<file path="config.mk">
export PLATFORM = sky130hd
export DESIGN_NAME = router_sync
export DESIGN_NICKNAME = d
export VERILOG_FILES = /design/src/rtl/router_sync.sv
export SDC_FILE = /design/constraint.sdc
export NUM_CORES = 1
export LEC_CHECK = 0
export BUFFER_PORTS_ARGS = -buffer_cell sky130_fd_sc_hd__buf_2
export CORE_MARGIN = 3
export CORE_UTILIZATION = 40
export DETAILED_ROUTE_END_ITERATION = 10
export GPL_TIMING_DRIVEN = 0
export PLACE_DENSITY = 0.66
export SLEW_MARGIN = 20
export SYNTH_ARGS = -nofsm -noshare
export SYNTH_HDL_FRONTEND = slang
export SYNTH_SLANG_ARGS = --single-unit
</file>
<file path="constraint.sdc">
create_clock -name clk -period 1.05 [get_ports clk]
set_input_delay 0.0525 -clock clk [delete_from_list [all_inputs] [get_ports clk]]
set_output_delay 0.0525 -clock clk [all_outputs]
set_load 0.005 [all_outputs]
</file>
<file path="src/rtl/router_sync.sv">
// Glue between the router input FSM and its three output FIFOs: header address latch,
// write steering, full-flag mux, per-port valid flags and per-port read-timeout soft resets.
module router_sync #(
    parameter int TIMEOUT = 30,
    parameter int CNT_W   = 5
) (
    input  logic       clk,
    input  logic       rst,
    input  logic       detect_add,
    input  logic [1:0] data_in,
    input  logic       write_enb_reg,
    input  logic       read_enb_0,
    input  logic       read_enb_1,
    input  logic       read_enb_2,
    input  logic       empty_0,
    input  logic       empty_1,
    input  logic       empty_2,
    input  logic       full_0,
    input  logic       full_1,
    input  logic       full_2,
    output logic [2:0] write_enb,
    output logic       fifo_full,
    output logic       vld_out_0,
    output logic       vld_out_1,
    output logic       vld_out_2,
    output logic       soft_reset_0,
    output logic       soft_reset_1,
    output logic       soft_reset_2
);

    logic [1:0] addr_reg;
    logic [2:0] vld;
    logic [2:0] rd;
    logic [2:0] soft_reset_reg;

    always_ff @(posedge clk or negedge rst) begin
        if (!rst) begin
            addr_reg <= 2'b11;
        end else if (detect_add) begin
            addr_reg <= data_in;
        end
    end

    // Address 3 is invalid: the packet is dropped and the FSM is never stalled.
    always_comb begin
        write_enb = 3'b000;
        fifo_full = 1'b0;
        case (addr_reg)
            2'd0: begin
                write_enb = {2'b00, write_enb_reg};
                fifo_full = full_0;
            end
            2'd1: begin
                write_enb = {1'b0, write_enb_reg, 1'b0};
                fifo_full = full_1;
            end
            2'd2: begin
                write_enb = {write_enb_reg, 2'b00};
                fifo_full = full_2;
            end
            default: begin
                write_enb = 3'b000;
                fifo_full = 1'b0;
            end
        endcase
    end

    assign vld = {~empty_2, ~empty_1, ~empty_0};
    assign rd  = {read_enb_2, read_enb_1, read_enb_0};

    assign vld_out_0 = vld[0];
    assign vld_out_1 = vld[1];
    assign vld_out_2 = vld[2];

    generate
        for (genvar gi = 0; gi < 3; gi++) begin : g_timeout
            logic [CNT_W-1:0] cnt_reg;

            // A read in the final cycle wins over the timeout.
            always_ff @(posedge clk or negedge rst) begin
                if (!rst) begin
                    cnt_reg           <= '0;
                    soft_reset_reg[gi] <= 1'b0;
                end else if (!vld[gi] || rd[gi]) begin
                    cnt_reg           <= '0;
                    soft_reset_reg[gi] <= 1'b0;
                end else if (cnt_reg == CNT_W'(TIMEOUT - 1)) begin
                    cnt_reg           <= '0;
                    soft_reset_reg[gi] <= 1'b1;
                end else begin
                    cnt_reg           <= cnt_reg + CNT_W'(1);
                    soft_reset_reg[gi] <= 1'b0;
                end
            end
        end
    endgenerate

    assign soft_reset_0 = soft_reset_reg[0];
    assign soft_reset_1 = soft_reset_reg[1];
    assign soft_reset_2 = soft_reset_reg[2];

endmodule
</file>
# Word level (Yosys, flattened, before mapping)
# Cells that the tools add are included.
[totals]
ff_bits = 20
input_bits = 15
out_inout_bits = 10
wordCells = 36
[op_classes]
add_sub_neg = 3
n_eq_ne = 5
mux = 14
n_bitwise = 3
reduce_logical = 4
[ops]
columns = ["op", "n"]
rows = [
  ["5-bit two-way mux", 6],
  ["5-bit by 1-bit adder with 5-bit output, second input constant", 3],
  ["5-bit == test, second input constant", 3],
  ["3-bit one-hot mux with 3 select lines", 1],
  ["1-bit two-way mux", 6],
  ["1-bit logical OR", 3],
  ["1-bit inverter", 3],
  ["1-bit one-hot mux with 3 select lines", 1],
  ["2-bit by 1-bit == test with 1-bit output, second input constant", 1],
  ["2-bit == test, second input constant", 1],
  ["2-bit zero test", 1],
]

# Depth between registers and ports, before layout
[depth]
depth_word = 3
depth_mapped = 5
depth_no_buf = 5

# Worst setup path before layout
# OpenSTA, ideal clock, no wires.
[synth_timing]
path_kind = "register to register"
from = "register g_timeout[1].cnt_reg[0]"
to = "register g_timeout[1].cnt_reg[4]"
setup_time_ps = 121
arrival_ps = 879
required_time_ps = 929
path_slack_ps = 50
path_stages_with_launch = 5
n_path_buf = 0
synth_period_minus_slack_ps = 1000
cell_sequence = "dfrtp_1 -> ha_1 -> nand3_1 -> xor2_1 -> nor2_1"
[synth_between]
elab_chain_len = 3
elab_cells_between_ends = 4
cone_classes = "add/sub (1); eq/ne (1); mux (2)"
[synth_rtl]
columns = ["element", "line", "rtl"]
rows = [
  ["start, declared", "77", "logic [CNT_W-1:0] cnt_reg;"],
  ["start signal, assigned", "91", "cnt_reg <= cnt_reg + CNT_W'(1);"],
  ["5-bit by 1-bit adder with 5-bit output or 5-bit == test (tied branches)", "91, 87", ""],
  ["5-bit two-way mux (*)", "87", "end else if (cnt_reg == CNT_W'(TIMEOUT - 1)) begin"],
  ["5-bit two-way mux (*)", "84", "end else if (!vld[gi] || rd[gi]) begin"],
]
# Every way passes the cells marked *; elsewhere a longest branch is shown, timed or not.
# A chain may end at the register's enable or synchronous reset.

# Worst setup path in the final report
[layout_timing]
from = "register addr_reg[0]"
to = "output fifo_full"
[layout_between]
elab_chain_len = 2
elab_cells_between_ends = 4
cone_classes = "eq/ne (2); mux (1); reduce/logical (1)"
[layout_rtl]
columns = ["element", "line", "rtl"]
rows = [
  ["start, declared", "31", "logic [1:0] addr_reg;"],
  ["start signal, assigned", "40", "addr_reg <= data_in;"],
  ["2-bit == test, or another cell as far along", "48", "case (addr_reg)"],
  ["1-bit one-hot mux with 3 select lines (*)", "48", ""],
  ["end, declared", "22", "output logic fifo_full,"],
]
# Marks and branches as above.

==> reports/results.tsv <==
stage	metric	value	unit
layout	fillers	188	
timing	period_share	1.26	
logic_synthesis	synth-seq-area-share	0.562	
global_routing	grtUsageTotal	0.126	
route	ant_nets	0	
layout	final_nets	143	
die	die_area	2840	µm²
logic_synthesis	netlist_instances	82	
route	drtIter0Drc	3	
cts	numCtsBuffers	3	
logic_synthesis	ys.flop_type	dfrtp_1	
timing	tns	-1.24	ns
die	ioPinCount	25	
worst_setup_path	critPathLaunchType	flop	
global_routing	grt_start_max_net_pins	21	
logic_synthesis	ys_ff_latch	20	
layout	layout.cells.non_filler	148	
timing	finalHoldViolCount	0	
route	wl_per_cell	11.4	µm
die	fp.dieW	53.3	µm
timing	setup_viol	10	
place	dp_slack	-0.0165	ns
status	violations	setup timing	
timing	max_slew.worst_pin.slew	0.420	ns
timing	fmax	758	MHz
layout	final_util	0.606	
worst_setup_path	setup.worst_path.end_class	output pin	
cts	cts.sinks	20	
logic_synthesis	synth_nets	103	
layout	regArea	504	µm²
worst_setup_path	crit_fanout	6	
layout	n_antenna_cell	0	
status	status	finished, violations left	
global_routing	grt_overflow	0	
global_routing	grt_pass1_vias	633	
cts	ctsHtreeMaxLevel	1	
worst_setup_path	worstPathRequired	1.00	ns
timing	finalCriticalPeriod	1.32	ns
route	drc	0	
die	fp.dieH	53.3	µm
route	num_vias	689	
timing	fin_worst_skew	0.000918	ns
logic_synthesis	netlist_area	895	µm²
worst_setup_path	arrival	1.27	ns
die	core_area	2040	µm²
cts	clock_latency	0.30	ns
place	place.gp.congestion	0.703	
timing	slew_viol_final	0	
logic_synthesis	syn_avg_cell_area	10.9	µm²
route	routed_wl	1690	µm
route	routed_via_density	4.66	
flow_run	max_cap_violations	0	
hold_path	hp-start	detect_add	
timing	holdWs	0.0199	ns
worst_setup_path	r2r_start	g_timeout[2].cnt_reg[1]	
layout	multi_input_area	409	µm²
pwr	powerDensity	1160	nW/µm²
global_routing	grt_antenna_before_repair	0	
place	dp.cells	133	
cts	cts_tree	yes	
layout	finalInstanceArea	1240	µm²
die	fp-row-count	16	
hold_path	hp-class	input pin to flop	
timing	relSlewSlack	0.720	
timing	rsz0062_at_grt	true	
worst_setup_path	cp-startpoint	addr_reg[0]	
pwr	vdd_ir_drop_max	756	µV
layout	largest_reg_flops	15	
logic_synthesis	synthArstFlopShare	1.00	
die	start_util	0.438	
place	io_buffer_count	24	
logic_synthesis	synth_edf_count	0	
cts	cts.path.max_buffers	2	
pwr	p_leak	0.595	nW
layout	syn2layout_area_growth	38.3	%
cts	clk_transition_reported_paths	0.11	ns
timing	setup_slack	-0.269	ns
global_routing	grt_pass1_wl	2520	µm
hold_path	whs_path_depth	2	
route	firstDrtPassIters	3	
logic_synthesis	ys_warn_count	0	
logic_synthesis	ys_types	17	
place	postPlaceCellArea	1050	µm²
layout	drive_gt1_frac	0.413	
worst_setup_path	r2r_cells	5	
place	dpl.hpwl	1160	µm
pwr	p_total	1.43	mW
worst_setup_path	crit_type	flop to output pin	
cts	cts_root_buffer	clkbuf_4	
[final cells by class]
cell class	count	area share
inverters	6	0.0182
repair buffers	35	0.187
clock buffers	4	0.0293
flip-flops and latches	20	0.407
multi-input cells	56	0.331
well taps	27	0.0273
[cell usage after synthesis, drive strengths merged (2+ instances only)]
library cell | count | area share
nand2 | 3 | 0.013
mux2 | 2 | 0.025
xor2 | 6 | 0.059
dfrtp | 18 | 0.50
nor2 | 18 | 0.076
xnor2 | 3 | 0.029
and3b | 2 | 0.022
ha | 6 | 0.084
dfstp | 2 | 0.059
nor3 | 3 | 0.017
nand3 | 6 | 0.034
nand4 | 3 | 0.021
inv | 6 | 0.025
[critical path, stage by stage, from the launching register on]
cell and delay (ns):
dfstp_2 0.59, mux2i_1 0.19, o21ai_1 0.07, buf_2 0.12
[where the power goes]
group          internal (mW)  switching, mW
sequential             0.795         0.0215
clock                  0.212          0.231
combinational         0.0974         0.0742
total                   1.10          0.327
[kinds of logic after synthesis]
logic type | count (synthesis) | share of synthesized area
simple gates | 37 | 0.199
compound gates | 1 | 0.00559
xor+xnor | 9 | 0.0881
buf+inv | 6 | 0.0252
mux | 3 | 0.0364
fa+ha+maj | 6 | 0.0839
flops | 20 | 0.562
[final timing paths]
kind	to	slack (ns)
worst max-delay path	fifo_full	-0.27
worst min-delay path	addr_reg[1]	0.02
worst max register to register	g_timeout[2].cnt_reg[2]	-0.08
worst min register to register	g_timeout[2].cnt_reg[0]	0.48
max in group asynchronous	addr_reg[1]	0.51
min in group asynchronous	g_timeout[2].cnt_reg[4]	0.22
[placed cells by master, fill, tap and decap left out, drive strengths merged]
cell         count
buf             26
dfrtp           18
nor2            18
dlygate4sd3      9
inv              6
nand3            6
xor2             6
ha               6
clkbuf           4
nand4            3
nand2            3
xnor2            3
nor3             3
and3b            2
mux2             2
dfstp            2
mux2i            1
nand3b           1
o21ai            1
nor3b            1
[metal layers]
metal,GRT usage,vias to the layer above,share of wire
li1,-,346,-
met1,0.145,316,0.42
met2,0.200,22,0.48
met3,0.0366,5,0.070
met4,0.0809,0,0.021
met5,0,-,0
[what timing repair did]
| action | CTS | global route |
|---|---|---|
| hold buffers | 9 | 0 |
| endpoints found under the setup margin | 19 | 21 |
| buffers inserted | 1 | 1 |
| resized for setup | 6 | 10 |
| hold endpoints to repair | 25 | 0 |
| pin swaps | 1 | 6 |
Power figures use the tool's default switching activity.
